===== src/rtl/ps2_scancode_rx.sv =====
// PS/2 keyboard receiver running in the system clock domain.
// Oversamples ps2_clk/ps2_data, deglitches the clock, frames
// start/data/parity/stop bits with a timeout, folds E0/F0 prefixes into a
// single key event and buffers events in a small FIFO.
// Ports:
//   clk, reset             system clock, synchronous active-high reset
//   ps2_clk, ps2_data      raw asynchronous keyboard lines
//   key_ready              consumer accepts the head event
//   key_valid/code/break/ext  head event of the FIFO
//   parity_err, frame_err, overflow  one-cycle error pulses
module ps2_scancode_rx #(
    parameter int unsigned SYNC_STAGES    = 2,
    parameter int unsigned FILTER_LEN     = 4,
    parameter int unsigned TIMEOUT_CYCLES = 50000,
    parameter int unsigned FIFO_DEPTH     = 4,
    parameter bit          CHECK_PARITY   = 1'b1
) (
    input  logic       clk,
    input  logic       reset,
    input  logic       ps2_clk,
    input  logic       ps2_data,
    input  logic       key_ready,
    output logic       key_valid,
    output logic [7:0] key_code,
    output logic       key_break,
    output logic       key_ext,
    output logic       parity_err,
    output logic       frame_err,
    output logic       overflow
);

    localparam int unsigned FCW = $clog2(FILTER_LEN + 1);
    localparam int unsigned TCW = $clog2(TIMEOUT_CYCLES + 1);
    localparam int unsigned AW  = (FIFO_DEPTH > 1) ? $clog2(FIFO_DEPTH) : 1;
    localparam int unsigned CW  = AW + 1;
    localparam int unsigned EW  = 10;  // {ext, brk, code}

    typedef enum logic [1:0] {S_IDLE, S_DATA, S_PARITY, S_STOP} state_t;

    logic [SYNC_STAGES-1:0] clk_sync_q, clk_sync_d;
    logic [SYNC_STAGES-1:0] data_sync_q, data_sync_d;
    logic                   filt_q, filt_d;
    logic [FCW-1:0]         fcnt_q, fcnt_d;
    state_t                 state_q, state_d;
    logic [2:0]             bit_idx_q, bit_idx_d;
    logic [7:0]             shift_q, shift_d;
    logic                   par_q, par_d;
    logic [TCW-1:0]         tcnt_q, tcnt_d;
    logic                   ext_q, ext_d;
    logic                   brk_q, brk_d;
    logic [EW-1:0]          mem_q [FIFO_DEPTH];
    logic [EW-1:0]          mem_d [FIFO_DEPTH];
    logic [AW-1:0]          wr_ptr_q, wr_ptr_d;
    logic [AW-1:0]          rd_ptr_q, rd_ptr_d;
    logic [CW-1:0]          count_q, count_d;
    logic                   key_valid_q, key_valid_d;
    logic                   parity_err_q, parity_err_d;
    logic                   frame_err_q, frame_err_d;
    logic                   overflow_q, overflow_d;

    // Next-state logic for synchroniser, filter, framer, decoder and FIFO
    always_comb begin
        logic clk_s;
        logic data_s;
        logic sample;
        logic byte_done;
        logic push_req;
        logic push_ok;
        logic pop;
        logic full;

        clk_sync_d   = {clk_sync_q[SYNC_STAGES-2:0], ps2_clk};
        data_sync_d  = {data_sync_q[SYNC_STAGES-2:0], ps2_data};
        filt_d       = filt_q;
        fcnt_d       = '0;
        state_d      = state_q;
        bit_idx_d    = bit_idx_q;
        shift_d      = shift_q;
        par_d        = par_q;
        tcnt_d       = '0;
        ext_d        = ext_q;
        brk_d        = brk_q;
        mem_d        = mem_q;
        wr_ptr_d     = wr_ptr_q;
        rd_ptr_d     = rd_ptr_q;
        count_d      = count_q;
        parity_err_d = 1'b0;
        frame_err_d  = 1'b0;
        overflow_d   = 1'b0;
        byte_done    = 1'b0;
        push_req     = 1'b0;
        push_ok      = 1'b0;
        clk_s        = clk_sync_q[SYNC_STAGES-1];
        data_s       = data_sync_q[SYNC_STAGES-1];

        // Clock filter: adopt a new level only after FILTER_LEN equal samples
        if (clk_s != filt_q) begin
            if (fcnt_q == FCW'(FILTER_LEN - 1)) begin
                filt_d = clk_s;
            end else begin
                fcnt_d = fcnt_q + FCW'(1);
            end
        end
        sample = filt_q & ~filt_d;

        // Frame sequencing, one step per filtered falling edge
        if (sample) begin
            case (state_q)
                S_IDLE: begin
                    if (!data_s) begin
                        state_d   = S_DATA;
                        bit_idx_d = 3'd0;
                    end
                end
                S_DATA: begin
                    shift_d   = {data_s, shift_q[7:1]};
                    bit_idx_d = bit_idx_q + 3'd1;
                    if (bit_idx_q == 3'd7) begin
                        state_d = S_PARITY;
                    end
                end
                S_PARITY: begin
                    par_d   = data_s;
                    state_d = S_STOP;
                end
                default: begin
                    state_d = S_IDLE;
                    if (!data_s) begin
                        frame_err_d = 1'b1;
                    end else if (CHECK_PARITY && !(^{shift_q, par_q})) begin
                        parity_err_d = 1'b1;
                    end else begin
                        byte_done = 1'b1;
                    end
                end
            endcase
        end

        // Inter-edge timeout; counter idles at zero outside a frame
        if (state_q != S_IDLE && !sample) begin
            if (tcnt_q == TCW'(TIMEOUT_CYCLES - 1)) begin
                state_d     = S_IDLE;
                frame_err_d = 1'b1;
            end else begin
                tcnt_d = tcnt_q + TCW'(1);
            end
        end

        // Prefix folding
        if (parity_err_d || frame_err_d) begin
            ext_d = 1'b0;
            brk_d = 1'b0;
        end else if (byte_done) begin
            if (shift_q == 8'hE0) begin
                ext_d = 1'b1;
            end else if (shift_q == 8'hF0) begin
                brk_d = 1'b1;
            end else begin
                push_req = 1'b1;
                ext_d    = 1'b0;
                brk_d    = 1'b0;
            end
        end

        // Event FIFO; a full FIFO still accepts when the head leaves this cycle
        pop  = key_valid_q & key_ready;
        full = (count_q == CW'(FIFO_DEPTH));
        if (push_req) begin
            if (!full || pop) begin
                push_ok          = 1'b1;
                mem_d[wr_ptr_q]  = {ext_q, brk_q, shift_q};
                wr_ptr_d         = wr_ptr_q + AW'(1);
            end else begin
                overflow_d = 1'b1;
            end
        end
        if (pop) begin
            rd_ptr_d = rd_ptr_q + AW'(1);
        end
        case ({push_ok, pop})
            2'b10:   count_d = count_q + CW'(1);
            2'b01:   count_d = count_q - CW'(1);
            default: count_d = count_q;
        endcase
        key_valid_d = (count_d != '0);
    end

    // State registers
    always_ff @(posedge clk) begin
        if (reset) begin
            clk_sync_q   <= '1;
            data_sync_q  <= '1;
            filt_q       <= 1'b1;
            fcnt_q       <= '0;
            state_q      <= S_IDLE;
            bit_idx_q    <= '0;
            shift_q      <= '0;
            par_q        <= 1'b0;
            tcnt_q       <= '0;
            ext_q        <= 1'b0;
            brk_q        <= 1'b0;
            for (int unsigned i = 0; i < FIFO_DEPTH; i++) begin
                mem_q[i] <= '0;
            end
            wr_ptr_q     <= '0;
            rd_ptr_q     <= '0;
            count_q      <= '0;
            key_valid_q  <= 1'b0;
            parity_err_q <= 1'b0;
            frame_err_q  <= 1'b0;
            overflow_q   <= 1'b0;
        end else begin
            clk_sync_q   <= clk_sync_d;
            data_sync_q  <= data_sync_d;
            filt_q       <= filt_d;
            fcnt_q       <= fcnt_d;
            state_q      <= state_d;
            bit_idx_q    <= bit_idx_d;
            shift_q      <= shift_d;
            par_q        <= par_d;
            tcnt_q       <= tcnt_d;
            ext_q        <= ext_d;
            brk_q        <= brk_d;
            mem_q        <= mem_d;
            wr_ptr_q     <= wr_ptr_d;
            rd_ptr_q     <= rd_ptr_d;
            count_q      <= count_d;
            key_valid_q  <= key_valid_d;
            parity_err_q <= parity_err_d;
            frame_err_q  <= frame_err_d;
            overflow_q   <= overflow_d;
        end
    end

    logic [EW-1:0] head;
    assign head       = mem_q[rd_ptr_q];
    assign key_valid  = key_valid_q;
    assign key_code   = head[7:0];
    assign key_break  = head[8];
    assign key_ext    = head[9];
    assign parity_err = parity_err_q;
    assign frame_err  = frame_err_q;
    assign overflow   = overflow_q;

endmodule


===== config.mk =====
export PLATFORM = sky130hd
export DESIGN_NAME = ps2_scancode_rx
export DESIGN_NICKNAME = d
export VERILOG_FILES = /design/src/rtl/ps2_scancode_rx.sv
export SDC_FILE = /design/constraint.sdc
export NUM_CORES = 1
export LEC_CHECK = 0
export ABC_AREA = 1
export CORE_ASPECT_RATIO = 0.75
export CORE_MARGIN = 8
export CORE_UTILIZATION = 60
export DETAILED_ROUTE_END_ITERATION = 8
export MAX_ROUTING_LAYER = met4
export PLACE_DENSITY = 0.79
export SYNTH_ARGS = -nofsm -noshare
export SYNTH_HDL_FRONTEND = slang
export SYNTH_SLANG_ARGS = --single-unit

===== constraint.sdc =====
create_clock -name clk -period 3.4 [get_ports clk]
set_clock_uncertainty 0.2 [all_clocks]
set_input_delay 0.51 -clock clk [delete_from_list [all_inputs] [get_ports clk]]
set_output_delay 0.51 -clock clk [all_outputs]
set_load 0.01 [all_outputs]

**Word-level counts from Yosys, hierarchy flattened**

Cells that the tools add are included.

- Register bits: 91
- Bits in latches: 0
- Bits in writable memories: 0
- Memory bits (read-only): 0
- Input port bits: 5
- Output and inout bits: 14
- Memories: 0

- Add/subtract/negate cells: 7
- Multipliers: 0
- Divide/modulo/power cells: 0
- Magnitude comparators: 3
- Equal/unequal tests: 13
- Shift operators: 0
- Muxes and demuxes: 40
- Bitwise logic cells: 9
- Reduce and logical (&&, ||, !) cells: 22

Operators with widths:

| kind | count |
|---|---|
| $bwmux 40 | 1 |
| $mux 10 | 3 |
| $mux 1 | 25 |
| $bmux 10 s2 | 1 |
| $demux 10 s2 | 1 |
| $add 16x1->16 const B | 1 |
| $eq 16x16->1 const B | 1 |
| $eq 8x8->1 const B | 2 |
| $pmux 3 s2 | 2 |
| $mux 2 | 5 |
| $reduce_and 2->1 | 5 |
| $add 3x1->3 const B | 3 |
| $reduce_or 3->1 | 3 |
| $reduce_xor 9->1 | 1 |
| $eq 3x3->1 const B | 2 |
| $ge 3x3->1 const B | 2 |
| $not 2->3 | 2 |
| $pmux 2 s3 | 1 |
| $not 1->1 | 5 |
| $add 2x1->2 const B | 2 |
| $eq 2x1->1 const B | 2 |
| $eq 2x2->1 const B | 2 |
| $ne 2x2->1 const B | 2 |
| $reduce_bool 2->1 | 2 |
| other kinds (13) | 18 |

**Logic depth before layout (Yosys ltp)**

Gate-level depths: netlist of run 1.

- Depth in word-level cells: 14
- Mapped depth: 19
- Depth with buffers taken out: 19

**Worst setup path after synthesis of run 1**

Ideal clock, no wire load.

- Path kind: reg-to-reg
- From: reg fcnt_q[0]
- To: reg key_valid_q, in the netlist key_valid
- Data arrival time: 2.387 ns
- Data required time: 3.086 ns
- Path slack: 0.700 ns
- Cell stages (with the launch flop): 18
- Clock period less this slack: 2.700 ns
- Path through: dfxtp_1 -> ha_1 -> ha_1 -> nand2_1 -> nor2_4 -> inv_1 -> nor3_4 -> inv_1 -> nor2_2 -> nand2_1 -> nand2_1 -> inv_1 -> fa_1 -> nand3b_1 -> nand2_1 -> nand2_1 -> nand2_1 -> nand2_1

- Longest elaborated chain between the ends: 14
- Elaborated cells between the ends (all ways): 20

RTL lines:

| element | line | text |
|---|---|---|
| start, declared | 43 | `logic [FCW-1:0] fcnt_q, fcnt_d;` |
| start signal, assigned | 216 | `fcnt_q <= fcnt_d;` |
| $eq 3x2->1 * | 98 | `if (fcnt_q == FCW'(FILTER_LEN - 1)) begin` |
| $mux 1 * | 98 |  |
| $mux 1 * | 97 | `if (clk_s != filt_q) begin` |
| $not 1->1 * | 104 | `sample = filt_q & ~filt_d;` |
| $and 1x1->1 * | 104 |  |
| $mux 1 or $logic_not 1->1 (tied branches) | 107, 140 |  |
| $mux 1 or $logic_and 1x1->1 (tied branches) | 141, 140 |  |
| $mux 1 | 140 | `if (state_q != S_IDLE && !sample) begin` |
| $logic_or 1x1->1 | 150 | `if (parity_err_d \|\| frame_err_d) begin` |
| $mux 1 * | 150 |  |
| $mux 1 * | 168 | `if (push_req) begin` |
| $eq 2x1->1 or $eq 2x2->1 (tied branches) | 180 | `case ({push_ok, pop})` |
| $pmux 3 s2 * | 180 |  |
| $reduce_bool 3->1 * | 185 | `key_valid_d = (count_d != '0);` |
| end signal, assigned | 228 | `key_valid_q <= key_valid_d;` |
| end, declared | 56 | `logic key_valid_q, key_valid_d;` |

Every way passes the cells marked *; elsewhere a longest branch is shown, timed or not.
A chain may end at the register's enable or synchronous reset.

**Worst setup path after layout of run 1**

Same ends and word-level chain as after synthesis.

==> impl_metrics.json, run 1 <==
{
  "cts_resized": 0,
  "netlist_area_mm2": 0.004045,
  "max_clock_freq_mhz": 330.8,
  "synth_seq_area_share_pct": 45.04,
  "final_cells": 637,
  "dp_cells": 621,
  "met1_length_mm": 4.144,
  "slew-limit-headroom_pct": 57.91,
  "worstSkewPairLatency_ns": 0.36,
  "crit_path_max_fanout": 7,
  "route.detailed.drc": 0,
  "finalCritPeriodShare_pct": 88.91,
  "hold_ws_ns": 0.2247,
  "ys_warn_count": 0,
  "start_util_pct": 60.66,
  "dieArea_mm2": 0.009653,
  "synth_top_area_share_pct": 45.04,
  "diodes": 0,
  "syn_area_per_cell_um2": 7.491,
  "multi_input_area_mm2": 0.001866,
  "async_flop_share_pct": 0,
  "status": "complete, no violations",
  "cts_setup_buffers": 0,
  "place.gp.congestion": 0.8693,
  "antenna_found_initial": 0,
  "avgRoutedWirePerCell_um": 13.65,
  "synthToLayoutAreaGrowth_pct": 9.310,
  "setup-violations-final": 0,
  "grt_pass1_vias": 3172,
  "io_buffers": 18,
  "highest_layer": "met4",
  "via_per_inst": 5.540,
  "clkTransAtPathRegs_ns": 0.09,
  "wl_met2_mm": 3.989,
  "cts_max_path_buffers": 2,
  "cts_htree_levels": 3,
  "vdd_drop_max_mv": 0.3277,
  "grt_max_degree": 40,
  "cts_tree": "done",
  "cts_hold_buf": 0,
  "cts-root-buf": "clkbuf_8",
  "pin_count": 19,
  "synth-edff-count": 0,
  "synth_top_area_cell": "dfxtp_1",
  "totalWireLength_mm": 8.694,
  "grt_usage_pct": 18.65,
  "vias": 3529,
  "synthDistinctLibCells": 33,
  "hold_viol_final": 0,
  "die_h_um": 87.11,
  "r2r_slack_ns": 0.38,
  "netlist_instances": 540,
  "synth_seq_cells": 91,
  "criticalPathCategory": "reg -> reg",
  "drv_slew": 0,
  "post-dp-hpwl_mm": 5.940,
  "ant_nets": 0,
  "rsz0062_at_grt": "no",
  "nets": 563,
  "seq_area_mm2": 0.001822,
  "rows": 26,
  "chipWidth_um": 110.8,
  "cp-start-kind": "flip-flop",
  "cts_inserted_buffers": 9,
  "grt-ovfl-total": 0,
  "post-route-min-period_ns": 3.023,
  "cts_sinks": 91,
  "core_mm2": 0.006669,
  "layout_common_cells": "dfxtp_1, nand2_1, a21oi_1, inv_1, nor2_1",
  "cp.arrival_ns": 3.08,
  "grt_pass1_wl_mm": 14.53,
  "tightest_slew_ns": 0.6296,
  "required_ns": 3.46,
  "postLayoutCoreUtil_pct": 66.30,
  "fillers": 577,
  "drive_above_1_share_pct": 6.510,
  "drv_cap": 0,
  "p_per_area_mw_per_mm2": 483.6,
  "p_leak_uw": 0.001764,
  "mostFrequentLayoutCell": "dfxtp_1",
  "drt_iter0_drc": 196,
  "hold_path.class": "reg -> reg",
  "synthTopCellsByArea": "dfxtp_1, a21oi_1, nand2_1, inv_1, nor2_1",
  "syn_nets": 555,
  "synth-main-ff-cell": "dfxtp_1",
  "drt_pass1_iterations": 7,
  "end_kind": "flip-flop",
  "fin_tns_setup_ns": 0,
  "route.met3.wl_um": 449
}
==> cell usage after synthesis, types with 2 or more instances <==
master    instances
a21oi_1          68
nand3_1          18
nor3b_1           3
xor2_1            3
nand4_1           7
inv_1            57
inv_2             5
nand3b_1          2
ha_1              9
o21bai_1          2
dfxtp_1          91
buf_2             4
nand2_1          79
nor4_1            4
o21ai_1          40
o21ai_0          36
buf_6             4
nor2_4            5
or2_2             5
o22ai_1          10
clkbuf_1         16
nor3_1            6
nor2_1           56
==> registers in the layout (all words and copies together), names as in the netlist <==
register	count
mem_q	40
key_valid	1
count_q	3
bit_idx_q	3
filt_q	1
data_sync_q	2
tcnt_q	16
fcnt_q	3
shift_q	8
state_q	2
par_q	1
frame_err	1
brk_q	1
rd_ptr_q	2
overflow	1
wr_ptr_q	2
parity_err	1
clk_sync_q	2
ext_q	1
==> where the power goes <==
part	switching [uW]	internal, uW
clock network	368	361
registers	18.1	1090
logic	173	131
==> area by class of cell <==
class | instances | share of cell area (%)
clock inverter | 4 | 1.104
tap | 84 | 2.377
timing repair buffer | 21 | 4.584
multi-input combinational | 363 | 42.19
sequential | 91 | 41.20
inverter | 62 | 5.263
clock buffer | 12 | 3.282
==> worst max-delay path, stage by stage (launching register included) <==
cell and delay (ns):
dfxtp_1 0.34, ha_1 0.15, ha_1 0.17, nand2_1 0.11, nor2_4 0.16, inv_1 0.13, nor3_4 0.22, inv_1 0.08
nor2_2 0.18, nand2_1 0.14, nand2_1 0.13, inv_1 0.06, fa_1 0.43, nand3b_1 0.16, nand2_1 0.10, nand2_1 0.07
nand2_1 0.05, nand2_1 0.05
==> logic make-up (layout without fill, tap and decap cells) <==
| kind of cell | Yosys count | in the layout | share of synthesized area, % |
|---|---|---|---|
| buffers and inverters | 86 | 99 | 8.846 |
| DFF | 91 | 91 | 45.04 |
| adders and majority gates | 10 | 10 | 3.279 |
| and+or+nand+nor | 190 | 190 | 21.68 |
| AOI/OAI and AO/OA | 159 | 159 | 20.29 |
| xor gates and xnor gates | 4 | 4 | 0.8662 |
==> routing by layer <==
metal  track usage, %  vias to the layer above
met5                -                        -
met3            4.890                       14
met2            29.05                       92
met4            6.846                        0
li1                 -                     1812
met1            22.90                     1611
==> through the flow <==
step           setup slack, ns  power (uW)  cell area [um2]
6_report                0.3770        2139             4422
5_1_grt                 0.1485        2233             4422
4_1_cts                 0.4069        2147             4422
3_5_place_dp            0.4235        1430             4228
3_3_place_gp            0.5524        1421             4228
2_1_floorplan           0.6997        1308             4045
==> final timing paths <==
check,startpoint,endpoint,depth (start not counted)
worst max register to register,fcnt_q[0],key_valid,17
worst max-delay path,fcnt_q[0],key_valid,17
worst min register to register,fcnt_q[0],fcnt_q[0],1
worst min-delay path,fcnt_q[0],fcnt_q[0],1
Power figures use the tool's default switching activity.
==> run 2, diff against run 1 <==
--- a/config.mk
+++ b/config.mk
@@ -11,7 +11,7 @@
 export CORE_UTILIZATION = 60
 export DETAILED_ROUTE_END_ITERATION = 8
 export MAX_ROUTING_LAYER = met4
-export PLACE_DENSITY = 0.79
+export PLACE_DENSITY = 0.84
 export SYNTH_ARGS = -nofsm -noshare
 export SYNTH_HDL_FRONTEND = slang
 export SYNTH_SLANG_ARGS = --single-unit
==> run 2 against run 1 <==
Setup slack improved by 0.075 ns. Routed wire length decreased by 0.91%. Clock power increased by 23%. Non-clock buffer count unchanged. Sequential share of layout area decreased by 0.51 points. Critical path depth unchanged. Design area increased by 1.2%. Utilization increased by 0.83 points. Critical path type unchanged.
==> impl_metrics.json, run 2 (same netlist as run 1, synthesis figures left out) <==
{
  "start_util_pct": 60.66,
  "cp.arrival_ns": 3.02,
  "post-route-min-period_ns": 2.948,
  "setup-violations-final": 0,
  "rows": 26,
  "drv_slew": 0,
  "crit_path_max_fanout": 7,
  "status": "complete, no violations",
  "mostFrequentLayoutCell": "dfxtp_1",
  "final_area_mm2": 0.004477,
  "grt-busiest-layer": "met2",
  "cts_inserted_buffers": 9,
  "cts_hold_buf": 0,
  "post-dp-hpwl_mm": 5.778,
  "hold_viol_final": 0,
  "postLayoutCoreUtil_pct": 67.13,
  "slowest_delay_ns": 0.42,
  "largest_register_ffs": 40,
  "final.setup.worst_slack_ns": 0.4517,
  "cts_max_path_buffers": 2,
  "grt_pass1_wl_mm": 14.92,
  "vias": 3572,
  "grt_usage_pct": 18.89,
  "total_power_uw": 2298,
  "ant_nets": 0,
  "antenna_found_initial": 0,
  "rsz0062_at_grt": "no",
  "criticalPathCategory": "reg -> reg",
  "grt_pass1_vias": 3346,
  "route.detailed.drc": 0,
  "dieArea_mm2": 0.009653,
  "placed_area_mm2": 0.004228,
  "slowest_stage": "fa_1",
  "crit_top_cell": "nand2_1",
  "cts_sinks": 91,
  "nets": 563,
  "cts_tree": "done",
  "drt_iter0_drc": 222,
  "pin_count": 19,
  "p_per_area_mw_per_mm2": 513.3,
  "synthToLayoutAreaGrowth_pct": 10.67,
  "io_buffers": 18,
  "cts_resized": 0,
  "met3_usage_pct": 4.270,
  "slew-limit-headroom_pct": 57.99,
  "hold_path.class": "reg -> reg",
  "cp-start-kind": "flip-flop",
  "drive_above_1_share_pct": 6.872,
  "core_mm2": 0.006669,
  "chipWidth_um": 110.8,
  "grt-ovfl-total": 0,
  "totalWireLength_mm": 8.615,
  "tightest_slew_ns": 0.6295,
  "crit_chain": "ha_1 -> ha_1 -> nand2_1 -> nor2_4 -> inv_1 -> nor3_4 -> inv_1 -> nor2_2 -> nand2_1 -> nand2_1 -> inv_1 -> fa_1 -> nand3b_1 -> nand2_1 -> nand2_1 -> nand2_1 -> nand2_1",
  "cts_htree_levels": 3,
  "top_register": "mem_q",
  "reg.largest.list": "mem_q (40), tcnt_q (16), shift_q (8)",
  "diodes": 0,
  "cts-root-buf": "clkbuf_8",
  "p_leak_uw": 0.001786,
  "clkTransAtPathRegs_ns": 0.09,
  "layout_common_cells": "dfxtp_1, nand2_1, a21oi_1, inv_1, nor2_1",
  "drt_pass1_iterations": 5,
  "worstSkewPairLatency_ns": 0.38,
  "cts_setup_buffers": 0,
  "vdd_drop_max_mv": 0.3299,
  "fin_tns_setup_ns": 0,
  "end_kind": "flip-flop",
  "grt.met1_usage_pct": 21.79,
  "die_h_um": 87.11,
  "detailedPlace.worstSlack_ns": 0.4533,
  "place.gp.congestion": 0.9089,
  "avgRoutedWirePerCell_um": 13.52,
  "max_clock_freq_mhz": 339.2,
  "finalCritPeriodShare_pct": 86.71,
  "via_per_inst": 5.608,
  "use_met2_pct": 31.59,
  "grt_max_degree": 56,
  "drv_cap": 0,
  "required_ns": 3.47
}
-- run 2: cell count changes in the layout (fill, tap and decap cells not counted), sizes merged --
cell and change:
bufinv +2, clkinvlp +1, clkbuf -2, clkinv -1
-- run 2: final timing paths --
kind | start | end | slack, ns | cells after the start
max | fcnt_q[0] | key_valid | 0.45 | 17
min | data_sync_q[0] | data_sync_q[1] | 0.22 | 1
max reg2reg | fcnt_q[0] | key_valid | 0.45 | 17
min reg2reg | data_sync_q[0] | data_sync_q[1] | 0.22 | 1
-- run 2: through the flow --
step,hold WS (ns),instances
after floorplan,0.1895,540
after global placement,0.1910,621
after detailed placement,0.1970,621
after CTS,0.2195,637
after global routing,0.2329,637
final,0.2176,637
-- run 2: worst max-delay path: cells and delay by family (launching register included) --
| kind | cells | cell delay [ns] |
|---|---|---|
| buffers and inverters | 3 | 0.26 |
| adder cells (fa/ha/maj) | 3 | 0.74 |
| AND/OR/NAND/NOR | 11 | 1.29 |
| flip-flops | 1 | 0.35 |
-- run 2: where the power goes --
| part | leakage [uW] | internal (uW) | switching, uW |
|---|---|---|---|
| registers | 0.000735 | 1090 | 16.7 |
| logic | 0.000929 | 131 | 168 |
| clock network | 0.000123 | 509 | 387 |
| total | 0.00179 | 1730 | 571 |
-- run 2: metal layers --
layer  share of wire [%]  wire length (um)
met5                   0                 0
met4                 1.6               136
met3                 4.9               426
met2                  47              4027
met1                  47              4025
-- run 2: cell type report --
type	count	area [um2]
sequential	91	1822
tap	84	105.1
fill	524	2192
timing repair buffer	21	202.7
clock buffer	10	137.6
multi-input combinational	363	1866
clock inverter	6	111.4
inverter	62	232.7
